`config.mk`:
```
export PLATFORM = sky130hd
export DESIGN_NAME = median_arbiter_flat
export DESIGN_NICKNAME = d
export VERILOG_FILES = /design/src/rtl/median_arbiter_if.sv /design/src/rtl/median_arbiter.sv /design/src/flat_wrapper.sv
export SDC_FILE = /design/constraint.sdc
export NUM_CORES = 1
export LEC_CHECK = 0
export CORE_MARGIN = 2
export CORE_UTILIZATION = 49
export DETAILED_ROUTE_END_ITERATION = 12
export PLACE_DENSITY = 0.85
export SKIP_CTS_REPAIR_TIMING = 1
export SLEW_MARGIN = 5
export SYNTH_ARGS = -nofsm -noshare
export SYNTH_HDL_FRONTEND = slang
export SYNTH_SLANG_ARGS = --single-unit
```
`constraint.sdc`:
```
create_clock -name CLK -period 2.7 [get_ports CLK]
set_input_delay 0.54 -clock CLK [delete_from_list [all_inputs] [get_ports CLK]]
set_output_delay 0.54 -clock CLK [all_outputs]
set_load 0.02 [all_outputs]
```
`src/rtl/median_arbiter_if.sv`:
```
// Signal bundle between median_arbiter, its pixel-window requesters and the shared median engine.
interface median_arbiter_if #(
    parameter int NREQ = 4
);
    localparam int IDW = (NREQ > 1) ? $clog2(NREQ) : 1;

    logic [NREQ-1:0]   REQ;
    logic [NREQ*8-1:0] DI_BUS;
    logic [NREQ-1:0]   GNT;
    logic [7:0]        ENG_DI;
    logic              ENG_DSI;
    logic              ENG_NRST;
    logic [7:0]        ENG_DO;
    logic              ENG_DSO;
    logic [7:0]        RES;
    logic              RES_VLD;
    logic [IDW-1:0]    RES_ID;
    logic              TIMEOUT_ERR;
    logic              BUSY;

    modport master (
        input  REQ, DI_BUS, ENG_DO, ENG_DSO,
        output GNT, ENG_DI, ENG_DSI, ENG_NRST, RES, RES_VLD, RES_ID, TIMEOUT_ERR, BUSY
    );

    modport slave (
        output REQ, DI_BUS, ENG_DO, ENG_DSO,
        input  GNT, ENG_DI, ENG_DSI, ENG_NRST, RES, RES_VLD, RES_ID, TIMEOUT_ERR, BUSY
    );
endinterface

```
`src/rtl/median_arbiter.sv`:
```
// Round-robin sequencer sharing one 3x3 median engine among NREQ requesters,
// with result tagging and engine recovery on a missing result strobe.
module median_arbiter #(
    parameter int NREQ    = 4,
    parameter int NPIX    = 9,
    parameter int TIMEOUT = 64
) (
    input  logic             CLK,
    input  logic             reset,
    median_arbiter_if.master bus
);
    localparam int IDW = (NREQ > 1) ? $clog2(NREQ) : 1;
    localparam int CW  = (NPIX > 1) ? $clog2(NPIX) : 1;

    typedef enum logic [1:0] {
        IDLE   = 2'd0,
        STREAM = 2'd1,
        WAIT   = 2'd2
    } state_t;

    state_t          state_r, state_s;
    logic [IDW-1:0]  win_r, win_s, last_r, last_s, pick_s;
    logic [CW-1:0]   cnt_r, cnt_s;
    logic [7:0]      tmo_r, tmo_s;
    logic [NREQ-1:0] gnt_r, gnt_s;
    logic [7:0]      eng_di_r, eng_di_s, lane_s;
    logic            eng_dsi_r, eng_dsi_s;
    logic            eng_nrst_r, eng_nrst_s;
    logic [7:0]      res_r, res_s;
    logic [IDW-1:0]  res_id_r, res_id_s;
    logic            res_vld_r, res_vld_s;
    logic            tmo_err_r, tmo_err_s;
    logic            busy_r, busy_s;

    // First requester after 'last' in circular order; the descending scan leaves the nearest one.
    function automatic logic [IDW-1:0] rr_pick(input logic [NREQ-1:0] req, input logic [IDW-1:0] last);
        logic [IDW-1:0] pick;
        int             idx;
        pick = last;
        for (int i = NREQ; i >= 1; i--) begin
            idx  = int'(last) + i;
            idx  = (idx >= NREQ) ? idx - NREQ : idx;
            pick = req[idx] ? IDW'(idx) : pick;
        end
        return pick;
    endfunction

    // Next-state and next-output logic for the IDLE/STREAM/WAIT sequencer.
    always_comb begin
        state_s    = state_r;
        win_s      = win_r;
        cnt_s      = cnt_r;
        tmo_s      = tmo_r;
        last_s     = last_r;
        gnt_s      = gnt_r;
        eng_di_s   = eng_di_r;
        eng_dsi_s  = 1'b0;
        eng_nrst_s = 1'b1;
        res_s      = res_r;
        res_id_s   = res_id_r;
        res_vld_s  = 1'b0;
        tmo_err_s  = 1'b0;
        pick_s     = rr_pick(bus.REQ, last_r);
        lane_s     = bus.DI_BUS[int'(win_r)*8 +: 8];
        case (state_r)
            IDLE: begin
                if (|bus.REQ) begin
                    win_s         = pick_s;
                    cnt_s         = '0;
                    gnt_s         = '0;
                    gnt_s[pick_s] = 1'b1;
                    state_s       = STREAM;
                end else begin
                    gnt_s = '0;
                end
            end
            STREAM: begin
                eng_di_s  = lane_s;
                eng_dsi_s = 1'b1;
                if (cnt_r == CW'(NPIX - 1)) begin
                    state_s = WAIT;
                    tmo_s   = 8'd0;
                    gnt_s   = '0;
                end else begin
                    cnt_s = cnt_r + CW'(1);
                end
            end
            WAIT: begin
                tmo_s = tmo_r + 8'd1;
                // A result strobe on the timeout cycle still counts as a valid result.
                if (bus.ENG_DSO) begin
                    res_s     = bus.ENG_DO;
                    res_id_s  = win_r;
                    res_vld_s = 1'b1;
                    last_s    = win_r;
                    state_s   = IDLE;
                end else if (tmo_r == 8'(TIMEOUT - 1)) begin
                    tmo_err_s  = 1'b1;
                    eng_nrst_s = 1'b0;
                    last_s     = win_r;
                    state_s    = IDLE;
                end else begin
                    state_s = WAIT;
                end
            end
            default: begin
                state_s = IDLE;
                gnt_s   = '0;
            end
        endcase
        busy_s = (state_s != IDLE);
    end

    // State and output registers; reset drops the engine's nRST until the first clock edge.
    always_ff @(posedge CLK or negedge reset) begin
        if (!reset) begin
            state_r    <= IDLE;
            win_r      <= '0;
            last_r     <= IDW'(NREQ - 1);
            cnt_r      <= '0;
            tmo_r      <= 8'd0;
            gnt_r      <= '0;
            eng_di_r   <= 8'd0;
            eng_dsi_r  <= 1'b0;
            eng_nrst_r <= 1'b0;
            res_r      <= 8'd0;
            res_id_r   <= '0;
            res_vld_r  <= 1'b0;
            tmo_err_r  <= 1'b0;
            busy_r     <= 1'b0;
        end else begin
            state_r    <= state_s;
            win_r      <= win_s;
            last_r     <= last_s;
            cnt_r      <= cnt_s;
            tmo_r      <= tmo_s;
            gnt_r      <= gnt_s;
            eng_di_r   <= eng_di_s;
            eng_dsi_r  <= eng_dsi_s;
            eng_nrst_r <= eng_nrst_s;
            res_r      <= res_s;
            res_id_r   <= res_id_s;
            res_vld_r  <= res_vld_s;
            tmo_err_r  <= tmo_err_s;
            busy_r     <= busy_s;
        end
    end

    assign bus.GNT         = gnt_r;
    assign bus.ENG_DI      = eng_di_r;
    assign bus.ENG_DSI     = eng_dsi_r;
    assign bus.ENG_NRST    = eng_nrst_r;
    assign bus.RES         = res_r;
    assign bus.RES_VLD     = res_vld_r;
    assign bus.RES_ID      = res_id_r;
    assign bus.TIMEOUT_ERR = tmo_err_r;
    assign bus.BUSY        = busy_r;
endmodule

```
`src/flat_wrapper.sv`:
```
// flat-port wrapper written by rule: the top's interface ports become plain ports
module median_arbiter_flat 
#(
    parameter int NREQ    = 4,
    parameter int NPIX    = 9,
    parameter int TIMEOUT = 64
)
  (CLK, reset, bus_REQ, bus_DI_BUS, bus_ENG_DO, bus_ENG_DSO, bus_GNT, bus_ENG_DI, bus_ENG_DSI, bus_ENG_NRST, bus_RES, bus_RES_VLD, bus_RES_ID, bus_TIMEOUT_ERR, bus_BUSY);
  median_arbiter_if #(.NREQ(NREQ)) bus_i ();
  input  logic CLK;
  input  logic reset;
  input wire logic [$bits(bus_i.REQ)-1:0] bus_REQ;
  input wire logic [$bits(bus_i.DI_BUS)-1:0] bus_DI_BUS;
  input wire logic [$bits(bus_i.ENG_DO)-1:0] bus_ENG_DO;
  input wire logic [$bits(bus_i.ENG_DSO)-1:0] bus_ENG_DSO;
  output wire logic [$bits(bus_i.GNT)-1:0] bus_GNT;
  output wire logic [$bits(bus_i.ENG_DI)-1:0] bus_ENG_DI;
  output wire logic [$bits(bus_i.ENG_DSI)-1:0] bus_ENG_DSI;
  output wire logic [$bits(bus_i.ENG_NRST)-1:0] bus_ENG_NRST;
  output wire logic [$bits(bus_i.RES)-1:0] bus_RES;
  output wire logic [$bits(bus_i.RES_VLD)-1:0] bus_RES_VLD;
  output wire logic [$bits(bus_i.RES_ID)-1:0] bus_RES_ID;
  output wire logic [$bits(bus_i.TIMEOUT_ERR)-1:0] bus_TIMEOUT_ERR;
  output wire logic [$bits(bus_i.BUSY)-1:0] bus_BUSY;
  assign bus_i.REQ = bus_REQ;
  assign bus_i.DI_BUS = bus_DI_BUS;
  assign bus_i.ENG_DO = bus_ENG_DO;
  assign bus_i.ENG_DSO = bus_ENG_DSO;
  assign bus_GNT = bus_i.GNT;
  assign bus_ENG_DI = bus_i.ENG_DI;
  assign bus_ENG_DSI = bus_i.ENG_DSI;
  assign bus_ENG_NRST = bus_i.ENG_NRST;
  assign bus_RES = bus_i.RES;
  assign bus_RES_VLD = bus_i.RES_VLD;
  assign bus_RES_ID = bus_i.RES_ID;
  assign bus_TIMEOUT_ERR = bus_i.TIMEOUT_ERR;
  assign bus_BUSY = bus_i.BUSY;
  median_arbiter #(.NREQ(NREQ), .NPIX(NPIX), .TIMEOUT(TIMEOUT)) u_core (.CLK(CLK), .reset(reset), .bus(bus_i));
endmodule
```
After elaboration in Yosys (flattened, before gate mapping). Index checks and enable logic that the tools add are counted. W data, S select, Z words.

Add/sub/neg operators: 10. $lt $le $gt $ge: 10. Eq/ne operators: 7. Shifts and indexed selects: 1. Mux-type cells: 46. Bitwise operators: 1. Reductions and logical operators: 13.

Operators by type and width (count): $ge A32 B4 Y1 const B (4); $lt A32 B4 Y1 const B (4); $mux W32 (4); $sub A32 B4 Y32 const B (4); $shiftx A32 B6 Y8 (1); $mux W2 (10); $mux W1 (18); $mux W4 (4); $pmux W8 S2 (1); $pmux W4 S3 (1); $reduce_and A2 Y1 (5); $add A8 B1 Y8 const B (1); $bmux W1 S2 (4); $eq A8 B6 Y1 const B (1); $mux W8 (1); $pmux W4 S2 (1); $reduce_bool A2 Y1 (4); $add A2 B2 Y3 const B (2); $pmux W2 S3 (1); $add A2 B3 Y4 const B (1); $add A4 B1 Y4 const B (1); $eq A4 B4 Y1 const B (1); $ne A2 B1 Y1 const B (2); $reduce_or A4 Y1 (1); other kinds (11) (11).

Flip-flop bits (word level): 45. Output and inout port bits: 27. Word-level logic and storage cells: 102.

Logic depth before layout (Yosys ltp). Gate-level depths: netlist (run 1).

Depth in word-level cells: 16. Depth in mapped cells: 6.

Least setup slack after synthesis (run 1). No wires, ideal clock.

Path type: register to register. Start: register u_core.last_r[1]. End: register u_core.gnt_r[3] (netlist: u_core.bus.GNT[3]). Arrival time: 1.356 ns. Path slack: 1.223 ns. Cell stages (with the launch flop): 6. Clock period less this slack: 1.477 ns. Path through: dfstp_2 > buf_6 > mux2i_1 > nor2_1 > or3_1 > a22o_1.

Cells in the longest elaborated chain, start to end: 16. Elaborated cells between the ends (all ways): 39. Those cells by class: add/sub (8); order compare (6); mux (24); reduce/logical (1).

RTL lines: start: declaration (line median_arbiter.sv:22) `logic [IDW-1:0] win_r, win_s, last_r, last_s, pick_s;`; start signal: assignment (line median_arbiter.sv:119) `last_r <= IDW'(NREQ - 1);`; start signal: assignment (line median_arbiter.sv:134) `last_r <= last_s;`; $add A2 B3 Y4 (line median_arbiter.sv:41) `idx = int'(last) + i;`; $sub A32 B4 Y32 / $ge A32 B4 Y1 (equally long branches) (line median_arbiter.sv:42) `idx = (idx >= NREQ) ? idx - NREQ : idx;`; $mux W32 (line median_arbiter.sv:42); $bmux W1 S2 (line median_arbiter.sv:43) `pick = req[idx] ? IDW'(idx) : pick;`; $mux W1 (implied by the code) (2 in a row) (line median_arbiter.sv:43); $mux W2 (3 in a row) (line median_arbiter.sv:43); $mux W2 * (line median_arbiter.sv:43); $lt A2 B3 Y1 (implied by the code) / $ge A2 B1 Y1 (equally long branches) (line median_arbiter.sv:71) `gnt_s[pick_s] = 1'b1;`; $logic_and A1 B1 Y1 (implied by the code) (line median_arbiter.sv:71); $mux W1 (implied by the code) (line median_arbiter.sv:71); $demux W1 S2 *; $mux W4 * (line median_arbiter.sv:67) `if (|bus.REQ) begin`; $pmux W4 S3 * (line median_arbiter.sv:65) `case (state_r)`; end signal: assignment (line median_arbiter.sv:137) `gnt_r <= gnt_s;`; end: declaration (line median_arbiter.sv:25) `logic [NREQ-1:0] gnt_r, gnt_s;`.

Mark *: on every way between the ends. The rest lies on a longest branch, timed or not. The select of a mux whose other input is x is not followed. A chain may end at the register's enable or synchronous reset.

Worst setup path in the final report (run 1).
Start: register u_core.eng_di_r[1] (netlist: u_core.bus.ENG_DI[1]). End: output bus_ENG_DI[1].

RTL lines: start: declaration (line median_arbiter.sv:26) `logic [7:0] eng_di_r, eng_di_s, lane_s;`; start signal: assignment (line median_arbiter.sv:138) `eng_di_r <= eng_di_s;`; end: declaration (line flat_wrapper.sv:17) `output wire logic [$bits(bus_i.ENG_DI)-1:0] bus_ENG_DI;`.

No word-level cell between the ends.

==> metrics.txt, run 1 <==
EDFF count, synth 0; IO buf count 73; Worst Path Buf+Inv 1; largest family of logic cells by synthesized area multiplexers; final hold vios 0; largest net degree at the start of global routing 46; sw frac 33.1%; top cell type's share of synthesized area 49.7%; Syn-to-layout area delta 39.7%; Worst R2R End u_core.bus.ENG_DI[7]$_DFFE_PN0P_; HP Class in2async; RR Startpoint u_core.win_r[0]$_DFFE_PN0P_; Core Area 4290 um2; fraction of registers with async set/reset 100%; TritonCTS Buffers 5; most common flop cell mapped by yosys dfrtp_1; initial core utilization 50.4%; Worst setup SP type flop; Slew @ Worst Pin 0.966 ns; final period utilization between 60% and 70%; Yosys Warn Count 0; CP Class reg2out; Max-slew headroom 35.6%; Mapped Cells 170; cell area after layout ~3000 um2; clock share of power 17.6%; Sequential Power Share between 30 and 40%; CTS sink cnt 45; pwr dens 961 nW/um2; Int Pwr ~1.9 mW; Leak ~1.3 nW; Skew-Pair Late Insertion Delay 0.29 ns; first-pass GRT wire length 7470 um; fmax 549 MHz; CTS Root Cell clkbuf_8; H-tree levels 2; worst IR drop on VDD 0.000572 V; setup violators final 0; Yosys reg bits 45; CTS tree yes; max_cap viols 0; sequential area share after synthesis 52.1%; top post-synthesis cells by area dfrtp_1, mux4_2, mux2_2; WP data arrival about 1.3 ns; run status finished clean; most instantiated cells after synthesis dfrtp_1, nand2_1, mux2_2, nor2_1, o21ai_0; Ant. Diodes 0; Die Ht 70.5 um; via density per instance 5.43; post-DP HPWL ~3300 um; xor/xnor share of the synthesized area 1.21%; Setup TNS Final 0 ns; cell family with most CP delay buffers and inverters; post-route ant nets 0; Layout Nets 294; area leader, netlist dfrtp_1; compound-gate portion of the synthesized area 6.47%; Min Clock Period, post-route 1.82 ns; Die W between 70 and 80 um; Clock Skews around 0.0033 ns; critical path's largest stage delay 0.62 ns; grt total ovfl 0; RSZ-0062 raised after global routing no; # rows 24; Max Slew Vio Count 0; Switching Power 0.963 mW; DRC 0; initial antenna violation count 0; CP max stage cell clkdlybuf4s50_1; gr usage total about a fifth; worst-path maximum fanout 2; Reg2Reg Setup Slack 0.95 ns; drt first pass iters 4; Placer Congestion between 0.7 and 0.8; Adder-Cell Fraction of Synth Area 1.73%; Iter 0 DRT Violations 114; clock-pin slew on the worst setup and hold paths 0.08 ns; mux cell area share after synthesis approximately 21%; Critical Path End Type primary output; WL per Instance 14.9 um; Critical Path RT 2.16 ns; Post-Route Utilization 70.5%; combinational share of power a little over two fifths; Yosys cell types 41; vias in the first global route ~1700; die area about 5000 um2; DR vias 1613; Max Root-Sink Buffers 2; Ports 74; final wirelength 4430 um; Post-Synthesis Cell Area 2170 um2; Syn Nets 220; Worst R2R Path Depth 2; CP Cell Sequence clkdlybuf4s50_1; post-synthesis simple-gate area fraction 13.7%; Mapped Avg Cell Area roughly 13 um2; share of post-route cells with drive strength above 1 ~18%; Area after DPL roughly 2900 um2; count leader, synth dfrtp_1
[power by group through the flow]
stage                     clock [mW]  sequential (mW)  combinational (mW)
after global placement             0             1.13                1.25
after global routing           0.547             1.18                1.36
after detailed placement           0             1.14                1.28
after CTS                      0.523             1.14                1.28
final                          0.510             1.13                1.27
after floorplan                    0             1.25               0.657
[cells by family (layout without fill, tap and decap cells)]
logic type	after synthesis	count (layout)
AO/OA/AOI/OAI	22	22
XOR/XNOR	3	3
adder cells (fa/ha/maj)	3	3
buffers and inverters	11	86
flip-flops	45	45
multiplexers	31	31
AND/OR/NAND/NOR	55	55
[sequential cells by signal (all words and copies together) (netlist names), 2 cells and up]
| name | flops |
|---|---|
| u_core.bus.ENG_DI | 8 |
| u_core.bus.GNT | 4 |
| u_core.bus.RES | 8 |
| u_core.bus.RES_ID | 2 |
| u_core.cnt_r | 4 |
| u_core.last_r | 2 |
| u_core.state_r | 2 |
| u_core.tmo_r | 8 |
| u_core.win_r | 2 |
[through the flow]
stage	hold WS (ns)	total power [mW]	std cells	worst slack, ns
detailed placement	0.487	2.42	289	0.666
CTS	0.418	2.94	297	0.866
finish	0.400	2.91	297	0.878
global placement	0.485	2.38	289	0.758
floorplan	0.244	1.91	170	1.22
global route	0.474	3.08	297	0.833
[metal layers]
metal / routed length, um / up-vias / global-route usage, %
met3: 275 / 9 / 5.77
met1: 1840 / 789 / 24.6
met2: 2250 / 58 / 32.7
met4: 61 / 0 / 4.27
li1: - / 757 / -
met5: 0 / - / 0
[worst max path at each step]
| stage | end | from | depth (start not counted) |
|---|---|---|---|
| after floorplan | u_core.bus.GNT[3]$_DFFE_PN0P_ | u_core.last_r[1]$_DFFE_PN1P_ | 5 |
| after global placement | u_core.bus.GNT[3]$_DFFE_PN0P_ | bus_REQ[1] | 5 |
| after detailed placement | u_core.bus.GNT[1]$_DFFE_PN0P_ | bus_REQ[1] | 5 |
| after CTS | bus_ENG_DI[1] | u_core.bus.ENG_DI[1]$_DFFE_PN0P_ | 1 |
| after global routing | bus_ENG_DI[1] | u_core.bus.ENG_DI[1]$_DFFE_PN0P_ | 1 |
| final | bus_ENG_DI[1] | u_core.bus.ENG_DI[1]$_DFFE_PN0P_ | 1 |
[placed cells by master, fill, tap and decap left out, drive strengths merged, types with 4 or more instances in the layout]
master	count
mux4	8
nand2	19
clkbuf	7
inv	4
dfrtp	43
nor2	10
clkdlybuf4s50	72
nand3	9
o21ai	9
mux2	20
[area by class of cell]
cell class,count,area (um2)
tap,52,65.1
multi-input combinational,114,967
fill,339,1270
sequential,45,1130
clock inverter,1,30.0
clock buffer,7,86.3
timing repair buffer,74,733
inverter,4,15.0
Power figures use the tool's default switching activity.
==> run 2, diff against run 1 <==
--- a/config.mk
+++ b/config.mk
@@ -6,9 +6,9 @@
 export NUM_CORES = 1
 export LEC_CHECK = 0
 export CORE_MARGIN = 2
-export CORE_UTILIZATION = 49
+export CORE_UTILIZATION = 45
 export DETAILED_ROUTE_END_ITERATION = 12
-export PLACE_DENSITY = 0.85
+export PLACE_DENSITY = 0.79
 export SKIP_CTS_REPAIR_TIMING = 1
 export SLEW_MARGIN = 5
 export SYNTH_ARGS = -nofsm -noshare
==> constraint.sdc (replaced) <==
create_clock -name CLK -period 1.9 [get_ports CLK]
set_input_delay 0.38 -clock CLK [delete_from_list [all_inputs] [get_ports CLK]]
set_output_delay 0.38 -clock CLK [all_outputs]
set_load 0.02 [all_outputs]
==> metrics.txt, run 2 (same netlist as run 1, synthesis figures left out) <==
Clock Skews 0.00887 ns (+0.00560 ns); drt first pass iters 4 (unchanged); CTS Root Cell clkbuf_8; Die Ht 73.4 um (+4.1%); Ports 74 (unchanged); worst-path maximum fanout 2 (unchanged); max_cap viols 0 (unchanged); Critical Path End Type primary output; Max Root-Sink Buffers 2 (unchanged); CTS sink cnt 45 (unchanged); Int Pwr 2.78 mW (+43%); Ant. Diodes 0 (unchanged); post-DP HPWL 3480 um (+4.2%); largest net degree at the start of global routing 27 (-41%); CP max stage cell clkdlybuf4s50_1; combinational share of power 45.8% (+2.2 points); final hold vios 0 (unchanged); Critical Path RT 1.52 ns (-0.64 ns); Slew @ Worst Pin 0.509 ns (-0.457 ns); CTS tree yes; Worst Path Buf+Inv 1 (unchanged); clock share of power 16.8% (-0.8 points); # rows 25 (+4.2%); Critical Path Source u_core.bus.RES[0]$_DFFE_PN0P_; RR Startpoint u_core.tmo_r[0]$_DFFE_PN0P_; Min Clock Period, post-route 1.66 ns; Die W 73.4 um (+4.1%); initial core utilization 46.2% (-4.3 points); fin cells 305 (+2.7%); sw frac 33.5% (+0.40 points); die area 5380 um2 (+8.4%); HP Class in2async; Skew-Pair Late Insertion Delay 0.29 ns (about the same); post-route ant nets 0 (unchanged); run status finished clean; CP Class reg2out; DRC 0 (unchanged); initial antenna violation count 0 (unchanged); final period utilization 87.3%; first-pass GRT wire length 7460 um (about the same); # placed instances 297 (+2.8%); Max Slew Vio Count 0 (unchanged); Layout Nets 300 (+2.0%); Placer Congestion 0.773 (+5.3%); final wirelength 4480 um (+1.1%); cell family with most CP delay buffers and inverters; vias in the first global route 1618 (-2.1%); DR vias 1624 (+0.68%); clock-pin slew on the worst setup and hold paths 0.09 ns (about the same); most frequent cells in the layout clkdlybuf4s50_1, dfrtp_1, nand2_1, mux2_2, nor2_1; Worst setup SP type flop; pwr dens 1360 nW/um2 (+41%); critical path's largest stage delay 0.62 ns (about the same); Iter 0 DRT Violations 79 (-31%); grt total ovfl 0 (unchanged); Sequential Power Share 37.4% (-1.5 points); RSZ-0062 raised after global routing no; fmax 603 MHz; Syn-to-layout area delta 42.1%; Leak 1.38 nW (+2.2%); Max-slew headroom 66.0% (+30 points); CP Cell Sequence clkdlybuf4s50_1; Setup TNS Final 0 ns (unchanged); Switching Power 1.40 mW (+46%); IO buf count 73 (unchanged); share of post-route cells with drive strength above 1 19.9% (+2.0 points); gr usage total 18.1% (-1.2 points); WP data arrival 1.28 ns (about the same); TritonCTS Buffers 5 (unchanged); via density per instance 5.32 (-2.0%); Core Area 4690 um2 (+9.3%); H-tree levels 2 (unchanged); worst IR drop on VDD 0.000762 V (+33%); setup violators final 0 (unchanged); most common cell after layout, fill and taps aside clkdlybuf4s50_1; WL per Instance 14.7 um (-1.6%)
[run 2: final cells by class]
type	count	area, um2
fillers	367	1620
repair buffers	80	791
clock buffers	6	72.6
flip-flops and latches	45	1130
inverters	4	15.0
well taps	54	67.6
clock inverters	2	35.0
multi-input cells	114	967
[run 2: routing by layer]
| layer | global-route usage, % | part of all wire, % |
|---|---|---|
| met5 | 0 | 0 |
| met4 | 4.04 | 0.69 |
| met3 | 6.45 | 6.3 |
| met2 | 30.0 | 52 |
| met1 | 23.0 | 41 |
[run 2: path summary, 6_finish.rpt]
kind | end | slack (ns) | depth (start not counted)
setup / recovery | bus_RES[0] | 0.24 | 1
hold / removal | u_core.tmo_r[0]$_DFFE_PN0P_ | 0.03 | 1
setup reg to reg | u_core.last_r[0]$_DFFE_PN1P_ | 0.27 | 5
hold reg to reg | u_core.bus.GNT[0]$_DFFE_PN0P_ | 0.50 | 1
max in group asynchronous | u_core.bus.ENG_DI[7]$_DFFE_PN0P_ | 1.37 | 2
min in group CLK | u_core.bus.GNT[0]$_DFFE_PN0P_ | 0.50 | 1
[run 2: power groups by stage]
stage	sequential (mW)	combinational, mW	clock (mW)
floorplan	1.78	0.934	0
global placement	1.56	1.89	0
detailed placement	1.57	1.94	0
CTS	1.56	1.94	0.718
global route	1.61	2.07	0.769
finish	1.56	1.92	0.702
[run 2: through the flow]
| stage | area (um2) | hold WS [ns] | power (mW) | worst slack, ns | util (%) |
|---|---|---|---|---|---|
| 6_report | 3080 | 0.0346 | 4.18 | 0.240 | 65.6 |
| 5_1_grt | 3080 | 0.0613 | 4.44 | 0.137 | 65.6 |
| 4_1_cts | 3080 | 0.0484 | 4.22 | 0.230 | 65.6 |
| 3_5_place_dp | 2970 | 0.374 | 3.51 | 0.115 | 63.3 |
| 3_3_place_gp | 2970 | 0.362 | 3.45 | 0.159 | 63.3 |
| 2_1_floorplan | 2170 | 0.0844 | 2.72 | 0.423 | - |
==> run 3, diff against run 2 <==
--- a/config.mk
+++ b/config.mk
@@ -7,6 +7,7 @@
 export LEC_CHECK = 0
 export CORE_MARGIN = 2
 export CORE_UTILIZATION = 45
+export CTS_CLUSTER_DIAMETER = 200
 export DETAILED_ROUTE_END_ITERATION = 12
 export PLACE_DENSITY = 0.79
 export SKIP_CTS_REPAIR_TIMING = 1
==> results of run 3 <==
The final DEF is identical to that of run 2; final timing and power are the same.
